### config.mk
export PLATFORM = sky130hd
export DESIGN_NAME = inperiph_flat
export DESIGN_NICKNAME = d
export VERILOG_FILES = /design/src/rtl/inperiph_if.sv /design/src/rtl/inperiph.sv /design/src/flat_wrapper.sv
export SDC_FILE = /design/constraint.sdc
export NUM_CORES = 1
export LEC_CHECK = 0
export CORE_MARGIN = 2
export CORE_UTILIZATION = 55
export CTS_CLUSTER_SIZE = 40
export DETAILED_ROUTE_END_ITERATION = 8
export HOLD_SLACK_MARGIN = 0.1
export PLACE_DENSITY = 0.89
export SLEW_MARGIN = 20
export SYNTH_ARGS = -nofsm -noshare
export SYNTH_HDL_FRONTEND = slang
export SYNTH_SLANG_ARGS = --single-unit
### constraint.sdc
create_clock -name clk -period 2.5 [get_ports clk]
set_input_delay 0.375 -clock clk [delete_from_list [all_inputs] [get_ports clk]]
set_output_delay 0.375 -clock clk [all_outputs]
set_load 0.02 [all_outputs]
### src/rtl/inperiph_if.sv
// Register bus between the core and the input peripheral: 8-bit address, 32-bit data.
interface inperiph_if;
  logic [7:0]  addr;
  logic [31:0] wdata;
  logic        wren;
  logic [31:0] rdata;

  modport master (output addr, output wdata, output wren, input rdata);
  modport slave  (input addr, input wdata, input wren, output rdata);
endinterface

### src/rtl/inperiph.sv
// Input peripheral: synchronizes and debounces switches/buttons, latches sticky
// W1C events and raises a level interrupt.
module inperiph #(
  parameter int unsigned SW_W     = 18,
  parameter int unsigned KEY_W    = 4,
  parameter int unsigned DEBOUNCE = 16
) (
  input  logic             clk,
  input  logic             rst,
  inperiph_if.slave        bus,
  input  logic [SW_W-1:0]  sw,
  input  logic [KEY_W-1:0] key_n,
  output logic             irq
);

  localparam int unsigned IN_W  = SW_W + KEY_W;
  localparam int unsigned CNT_W = $clog2(DEBOUNCE + 1);
  localparam logic [CNT_W-1:0] CNT_MAX = CNT_W'(DEBOUNCE - 1);

  localparam logic [7:0] A_SW   = 8'h00;
  localparam logic [7:0] A_KEY  = 8'h10;
  localparam logic [7:0] A_KEVT = 8'h20;
  localparam logic [7:0] A_SEVT = 8'h30;
  localparam logic [7:0] A_IE   = 8'h40;
  localparam logic [7:0] A_STAT = 8'h50;

  logic [IN_W-1:0]             raw;
  logic [IN_W-1:0]             s1, s2;
  logic [IN_W-1:0]             stable, stable_nxt;
  logic [IN_W-1:0][CNT_W-1:0]  cnt, cnt_nxt;
  logic [KEY_W-1:0]            key_evt, key_evt_nxt;
  logic [SW_W-1:0]             sw_evt, sw_evt_nxt;
  logic                        key_ie, sw_ie;
  logic [SW_W-1:0]             sw_stable;
  logic [KEY_W-1:0]            key_stable;
  logic                        wr_kevt, wr_sevt, wr_ie;

  // Keys are flipped to active-high and conditioned together with the switches.
  assign raw        = {~key_n, sw};
  assign sw_stable  = stable[SW_W-1:0];
  assign key_stable = stable[IN_W-1:SW_W];

  assign wr_kevt = bus.wren && (bus.addr == A_KEVT);
  assign wr_sevt = bus.wren && (bus.addr == A_SEVT);
  assign wr_ie   = bus.wren && (bus.addr == A_IE);

  // Per-bit debounce: stable follows s2 only after DEBOUNCE consecutive differing cycles.
  always_comb begin
    stable_nxt = stable;
    cnt_nxt    = cnt;
    for (int i = 0; i < int'(IN_W); i++) begin
      if (s2[i] == stable[i]) begin
        cnt_nxt[i] = '0;
      end else if (cnt[i] == CNT_MAX) begin
        stable_nxt[i] = s2[i];
        cnt_nxt[i]    = '0;
      end else begin
        cnt_nxt[i] = cnt[i] + CNT_W'(1);
      end
    end
  end

  // Clear is applied before set so a coincident event keeps the bit high.
  always_comb begin
    key_evt_nxt = key_evt;
    sw_evt_nxt  = sw_evt;
    if (wr_kevt) key_evt_nxt = key_evt_nxt & ~bus.wdata[KEY_W-1:0];
    if (wr_sevt) sw_evt_nxt  = sw_evt_nxt & ~bus.wdata[SW_W-1:0];
    key_evt_nxt = key_evt_nxt | (stable_nxt[IN_W-1:SW_W] & ~key_stable);
    sw_evt_nxt  = sw_evt_nxt | (stable_nxt[SW_W-1:0] ^ sw_stable);
  end

  always_ff @(posedge clk) begin
    if (rst) begin
      s1      <= '0;
      s2      <= '0;
      stable  <= '0;
      cnt     <= '0;
      key_evt <= '0;
      sw_evt  <= '0;
      key_ie  <= 1'b0;
      sw_ie   <= 1'b0;
    end else begin
      s1      <= raw;
      s2      <= s1;
      stable  <= stable_nxt;
      cnt     <= cnt_nxt;
      key_evt <= key_evt_nxt;
      sw_evt  <= sw_evt_nxt;
      if (wr_ie) begin
        key_ie <= bus.wdata[0];
        sw_ie  <= bus.wdata[1];
      end
    end
  end

  assign irq = (|(key_evt & {KEY_W{key_ie}})) | ((|sw_evt) & sw_ie);

  // Zero-latency read mux.
  always_comb begin
    bus.rdata = '0;
    case (bus.addr)
      A_SW:    bus.rdata = 32'(sw_stable);
      A_KEY:   bus.rdata = 32'(key_stable);
      A_KEVT:  bus.rdata = 32'(key_evt);
      A_SEVT:  bus.rdata = 32'(sw_evt);
      A_IE:    bus.rdata = {30'd0, sw_ie, key_ie};
      A_STAT:  bus.rdata = {29'd0, irq, |sw_evt, |key_evt};
      default: bus.rdata = '0;
    endcase
  end

endmodule

### src/flat_wrapper.sv
// flat-port wrapper written by rule: the top's interface ports become plain ports
module inperiph_flat 
#(
  parameter int unsigned SW_W     = 18,
  parameter int unsigned KEY_W    = 4,
  parameter int unsigned DEBOUNCE = 16
)
  (clk, rst, sw, key_n, irq, bus_addr, bus_wdata, bus_wren, bus_rdata);
  inperiph_if bus_i ();
  input  logic clk;
  input  logic rst;
  input  logic [SW_W-1:0] sw;
  input  logic [KEY_W-1:0] key_n;
  output logic irq;
  input wire logic [$bits(bus_i.addr)-1:0] bus_addr;
  input wire logic [$bits(bus_i.wdata)-1:0] bus_wdata;
  input wire logic [$bits(bus_i.wren)-1:0] bus_wren;
  output wire logic [$bits(bus_i.rdata)-1:0] bus_rdata;
  assign bus_i.addr = bus_addr;
  assign bus_i.wdata = bus_wdata;
  assign bus_i.wren = bus_wren;
  assign bus_rdata = bus_i.rdata;
  inperiph #(.SW_W(SW_W), .KEY_W(KEY_W), .DEBOUNCE(DEBOUNCE)) u_core (.clk(clk), .rst(rst), .bus(bus_i), .sw(sw), .key_n(key_n), .irq(irq));
endmodule
## Word level (Yosys, flattened, before mapping)

Cells that the tools add are included.

| word-level totals | value |
|---|---|
| flip-flop bits (word level) | 200 |
| bits in latches | 0 |
| bits in writable memories | 0 |
| bits in read-only memories | 0 |
| output and inout port bits | 33 |
| memories | 0 |

| cells by class | value |
|---|---|
| add/sub/neg operators | 22 |
| $mul | 0 |
| divide/modulo/power cells | 0 |
| order comparisons | 0 |
| equality and inequality tests | 49 |
| shift-type cells | 0 |
| mux-type cells | 47 |
| bitwise logic cells | 13 |
| reduce and logical (&&, ||, !) cells | 29 |

Operators by type and width:

| operator | count |
|---|---|
| 5-bit by 1-bit adder with 5-bit output, second input constant | 22 |
| 5-bit by 4-bit == test with 1-bit output, second input constant | 22 |
| 18-bit case mux with 6 select lines | 1 |
| 3-bit OR reduction | 22 |
| 1-bit two-way mux | 44 |
| 1-bit == test | 22 |
| 18-bit bitwise AND | 1 |
| 18-bit two-way mux | 1 |
| 18-bit inverter | 1 |
| 18-bit bitwise OR | 1 |
| 18-bit OR reduction | 1 |
| 18-bit bitwise XOR | 1 |
| 8-bit by 6-bit == test with 1-bit output, second input constant | 2 |
| 8-bit by 7-bit == test with 1-bit output, second input constant | 2 |
| 4-bit bitwise AND | 3 |
| 4-bit inverter | 3 |
| 8-bit by 5-bit == test with 1-bit output, second input constant | 1 |
| 8-bit logical NOT | 1 |
| 4-bit OR reduction | 2 |
| 4-bit two-way mux | 1 |
| 4-bit bitwise OR | 1 |
| 1-bit logical AND | 3 |
| 1-bit bitwise AND | 1 |
| 1-bit bitwise OR | 1 |

## Longest topological paths before layout

| depth | value |
|---|---|
| depth after elaboration | 5 |
| mapped depth | 7 |

## Least setup slack after synthesis

No wires, ideal clock.

| timing path | value |
|---|---|
| path type | input to output |
| from | input port bus_addr[1] |
| to | output port bus_rdata[12] |
| arrival | 1.988 ns |
| required time | 2.125 ns |
| slack | 0.137 ns |
| stages on the path | 5 |
| buffers on the path | 2 |
| cells stage by stage | or4_1 buf_2 nor3_1 clkbuf_1 a22o_1 |

| between the ends | value |
|---|---|
| word-level cells in the longest chain between the ends | 2 |
| elaborated cells on any way between the ends | 7 |
| classes of those cells | eq/ne (5); mux (1); reduce/logical (1) |

Ends and longest elaborated chain:

| item | line | text |
|---|---|---|
| from (decl) | flat_wrapper.sv:15 | `input wire logic [$bits(bus_i.addr)-1:0] bus_addr;` |
| 8-bit by 7-bit == test with 1-bit output (tied with other cells) | inperiph.sv:102 | `case (bus.addr)` |
| 18-bit case mux with 6 select lines (*) | inperiph.sv:102 |  |
| to (decl) | flat_wrapper.sv:18 | `output wire logic [$bits(bus_i.rdata)-1:0] bus_rdata;` |

Every way passes the cells marked *; elsewhere a longest branch is shown, timed or not.

## Worst setup path in the final report

| timing path | value |
|---|---|
| from | register u_core.key_evt[0] |
| to | output port bus_rdata[0] |

| between the ends | value |
|---|---|
| word-level cells in the longest chain between the ends | 2 |

Ends and longest elaborated chain:

| item | line | text |
|---|---|---|
| from (decl) | inperiph.sv:31 | `logic [KEY_W-1:0] key_evt, key_evt_nxt;` |
| from (signal assigned) | inperiph.sv:88 | `key_evt <= key_evt_nxt;` |
| 4-bit OR reduction | inperiph.sv:108 | `A_STAT: bus.rdata = {29'd0, irq, \|sw_evt, \|key_evt};` |
| 18-bit case mux with 6 select lines (*) | inperiph.sv:102 |  |

Marks and branches as above.

==> results.md <==
- Max Cap Viol: 0
- Starting DRT DRC Count: 297
- DR WL/cell: 13.6 um
- Prevailing post-synth register cell: dfxtp_1
- Overall Global Routing Usage: 0.211
- Yosys warnings: 0
- CP Cell Sequence: or4_4, mux4_2, a21oi_2, nor3_2, buf_4
- Fmax: 390 MHz
- I/O Buffers: 69
- Failing checks: negative setup slack
- Syn Inst Count: 796
- VDD IR-drop max: 0.665 mV
- DRC viols: 0
- Router iterations before antenna repair: 4
- Clock transition at path regs: 0.07 ns
- Sequential share of the synthesized area: 0.513
- DP HPWL: 10,200 um
- CP startpoint kind: register
- Root Buffer: clkbuf_16
- FF+latch count, synth: 200
- Row cnt: 43
- Layout cells sized above 1: 0.119
- Fin. Hold Viols: 0
- Post-layout util: 0.683
- PnR worst setup slack: -0.0620 ns
- Pin count of the biggest net entering global routing: 45
- Top-area cell type share of the netlist area: 0.513
- Crit-path max cell delay: 0.53 ns
- Largest buffer count on any clock path: 2
- CP Class: reg2out
- Hold Crit Class: in2reg
- Core ar.: 13,900 sq um
- Outcome: finished with violations
- Global-route wire length before repair: 25,100 um
- Critical Path Slowest Stage Cell: or4_4
- Leakage power: 0.00374 uW
- Num CTS Buffers: 17
- PD cells: 656 nW/um^2
- Most common cell after layout, fill and taps aside: dfxtp_1
- Vias in the first global route: 5,618
- Top cells by area, synth: dfxtp_1 (51%), ha_1 (7.0%), nor2_1 (6.8%)
- Period Utilization, post-route: 1.02
- Post-synth EDFFs: 0
- Die area: 15,200 sq um
- Most frequent cells in the layout: dfxtp_1 (199), nor2_1 (141), inv_1 (64), clkdlybuf4s50_1 (45)
- FFs w/ async S/R, synth: 0
- Ports: 98
- Cell Area, Synth: 7810 sq um
- Area Overhead vs Synth: 21.4%
- TritonCTS clock tree: built
- DP Area: 8840 sq um
- Slew Viols, Final: 0
- Antenna Nets Post-Route: 0
- Final #Nets: 1,004
- Clock Skews: 0.00667 ns
- # clock sinks: 200
- GR Overflow Total: 0
- Critical Path Fanout Max: 2
- Vias: 5,457
- Die H: 123 um
- Yosys top cell by area: dfxtp_1
- GPL Wtd Cong: 0.822
- Vias per inst: 5.02
- Avg Synthesized Cell Area: 9.81 sq um
- Clock Latency Late Sink: 0.43 ns
- Internal reg-to-reg setup slack: 0.82 ns
- CTS H-tree lvls: 4
- WL final: 14,800 um
- Post-layout min period: 2.56 ns
- Setup total negative slack: -0.0620 ns
- Antenna violations before repair: 0
- Die width: 123 um
- RSZ-0062 raised after global routing: true
- Final instance area: 9480 sq um
- Starting density of the core: 0.563
- Crit path capture type: primary output
- Finish-stage setup viols: 1
- Post-synth cell types: 35
- Diode count: 0
- CP Data Arrival Time: 2.19 ns
- Critical Path RT: 2.12 ns
## kinds of logic after synthesis
| kind of cell | Yosys count | synth area share |
|---|---|---|
| other | 1 | 0.000480 |
| flip-flops | 200 | 0.513 |
| multiplexers | 29 | 0.0436 |
| XOR/XNOR | 66 | 0.0740 |
| buffers and inverters | 97 | 0.0556 |
| AO/OA/AOI/OAI | 63 | 0.0532 |
| adder cells (fa/ha/maj) | 44 | 0.0705 |
| AND/OR/NAND/NOR | 296 | 0.190 |
## Yosys cell counts, types with 2 or more instances
| library cell | count |
|---|---|
| and3_1 | 22 |
| nor2_1 | 141 |
| or3_1 | 22 |
| nand2_1 | 4 |
| mux2i_1 | 25 |
| xor2_1 | 22 |
| nor2b_1 | 40 |
| nor4_1 | 5 |
| clkbuf_1 | 15 |
| xnor2_1 | 44 |
| ha_1 | 44 |
| nand3b_1 | 6 |
| a22o_1 | 14 |
| buf_2 | 2 |
| buf_4 | 14 |
| inv_1 | 64 |
| nand3_1 | 24 |
| dfxtp_1 | 200 |
| or4_1 | 4 |
| buf_6 | 2 |
| a21oi_1 | 23 |
| o21ai_2 | 10 |
| nor3_1 | 3 |
| nand2b_1 | 20 |
| o21ai_0 | 13 |
| mux4_2 | 4 |
## metrics by stage
| step | total power, uW | hold WS, ns | std cells | setup WS [ns] |
|---|---|---|---|---|
| finish | 6220 | 0.336 | 1087 | -0.0620 |
| global route | 6410 | 0.352 | 1087 | -0.122 |
| CTS | 6270 | 0.326 | 1087 | -0.0555 |
| detailed placement | 3570 | 0.429 | 1056 | -0.752 |
| global placement | 3560 | 0.417 | 1056 | -0.730 |
| floorplan | 3460 | 0.414 | 809 | 0.137 |
## where the power goes
part | internal, uW | switching (uW) | total [uW]
logic | 131 | 117 | 248
clock network | 1560 | 1170 | 2720
registers | 3230 | 23.5 | 3250
## critical path, delay by kind of cell, from the launching register on
kind	cells	cell delay, ns
AND/OR/NAND/NOR	2	0.61
multiplexers	1	0.49
AO/OA/AOI/OAI	1	0.16
flip-flops	1	0.33
buffers and inverters	1	0.17
## area by class of cell
cell class	count	area, sq um
clock buffer	22	474
sequential	200	4010
timing repair buffer	100	913
multi-input combinational	512	3510
fill	1004	4400
inverter	64	240
clock inverter	9	114
tap	180	225
## final timing paths
path | from | end | cells past startpoint
hold / removal | rst | u_core.stable[8]$_SDFF_PP0_ | 2
setup / recovery | u_core.key_evt[0]$_SDFF_PP0_ | bus_rdata[0] | 5
hold reg to reg | u_core.s1[8]$_SDFF_PP0_ | u_core.s2[8]$_SDFF_PP0_ | 1
setup reg to reg | u_core.cnt[75]$_SDFF_PP0_ | u_core.cnt[77]$_SDFF_PP0_ | 5
## state kept, by name, summed over array words and instances, names as in the netlist
signal,cells
u_core.sw_evt,18
u_core.key_evt,4
u_core.s2,22
u_core.s1,22
u_core.key_ie,1
u_core.stable,22
u_core.cnt,110
u_core.sw_ie,1
## per-layer routing
metal  wire length [um]  global-route usage  share of wire  vias up
li1                   -                   -              -     2776
met1               6460               0.246           0.44     2570
met3                504              0.0600          0.034       25
met5                  0                   0              0        -
met4                403              0.0795          0.027        0
met2               7390               0.368           0.50       86
## timing repair
item / 4_1_cts / 5_1_grt
buffers inserted: 1 / 0
pin swaps: 9 / 3
hold buffers: 0 / 0
setup endpoints to repair: 19 / 17
gates resized for setup: 106 / 4
(Power assumes the default switching activity.)
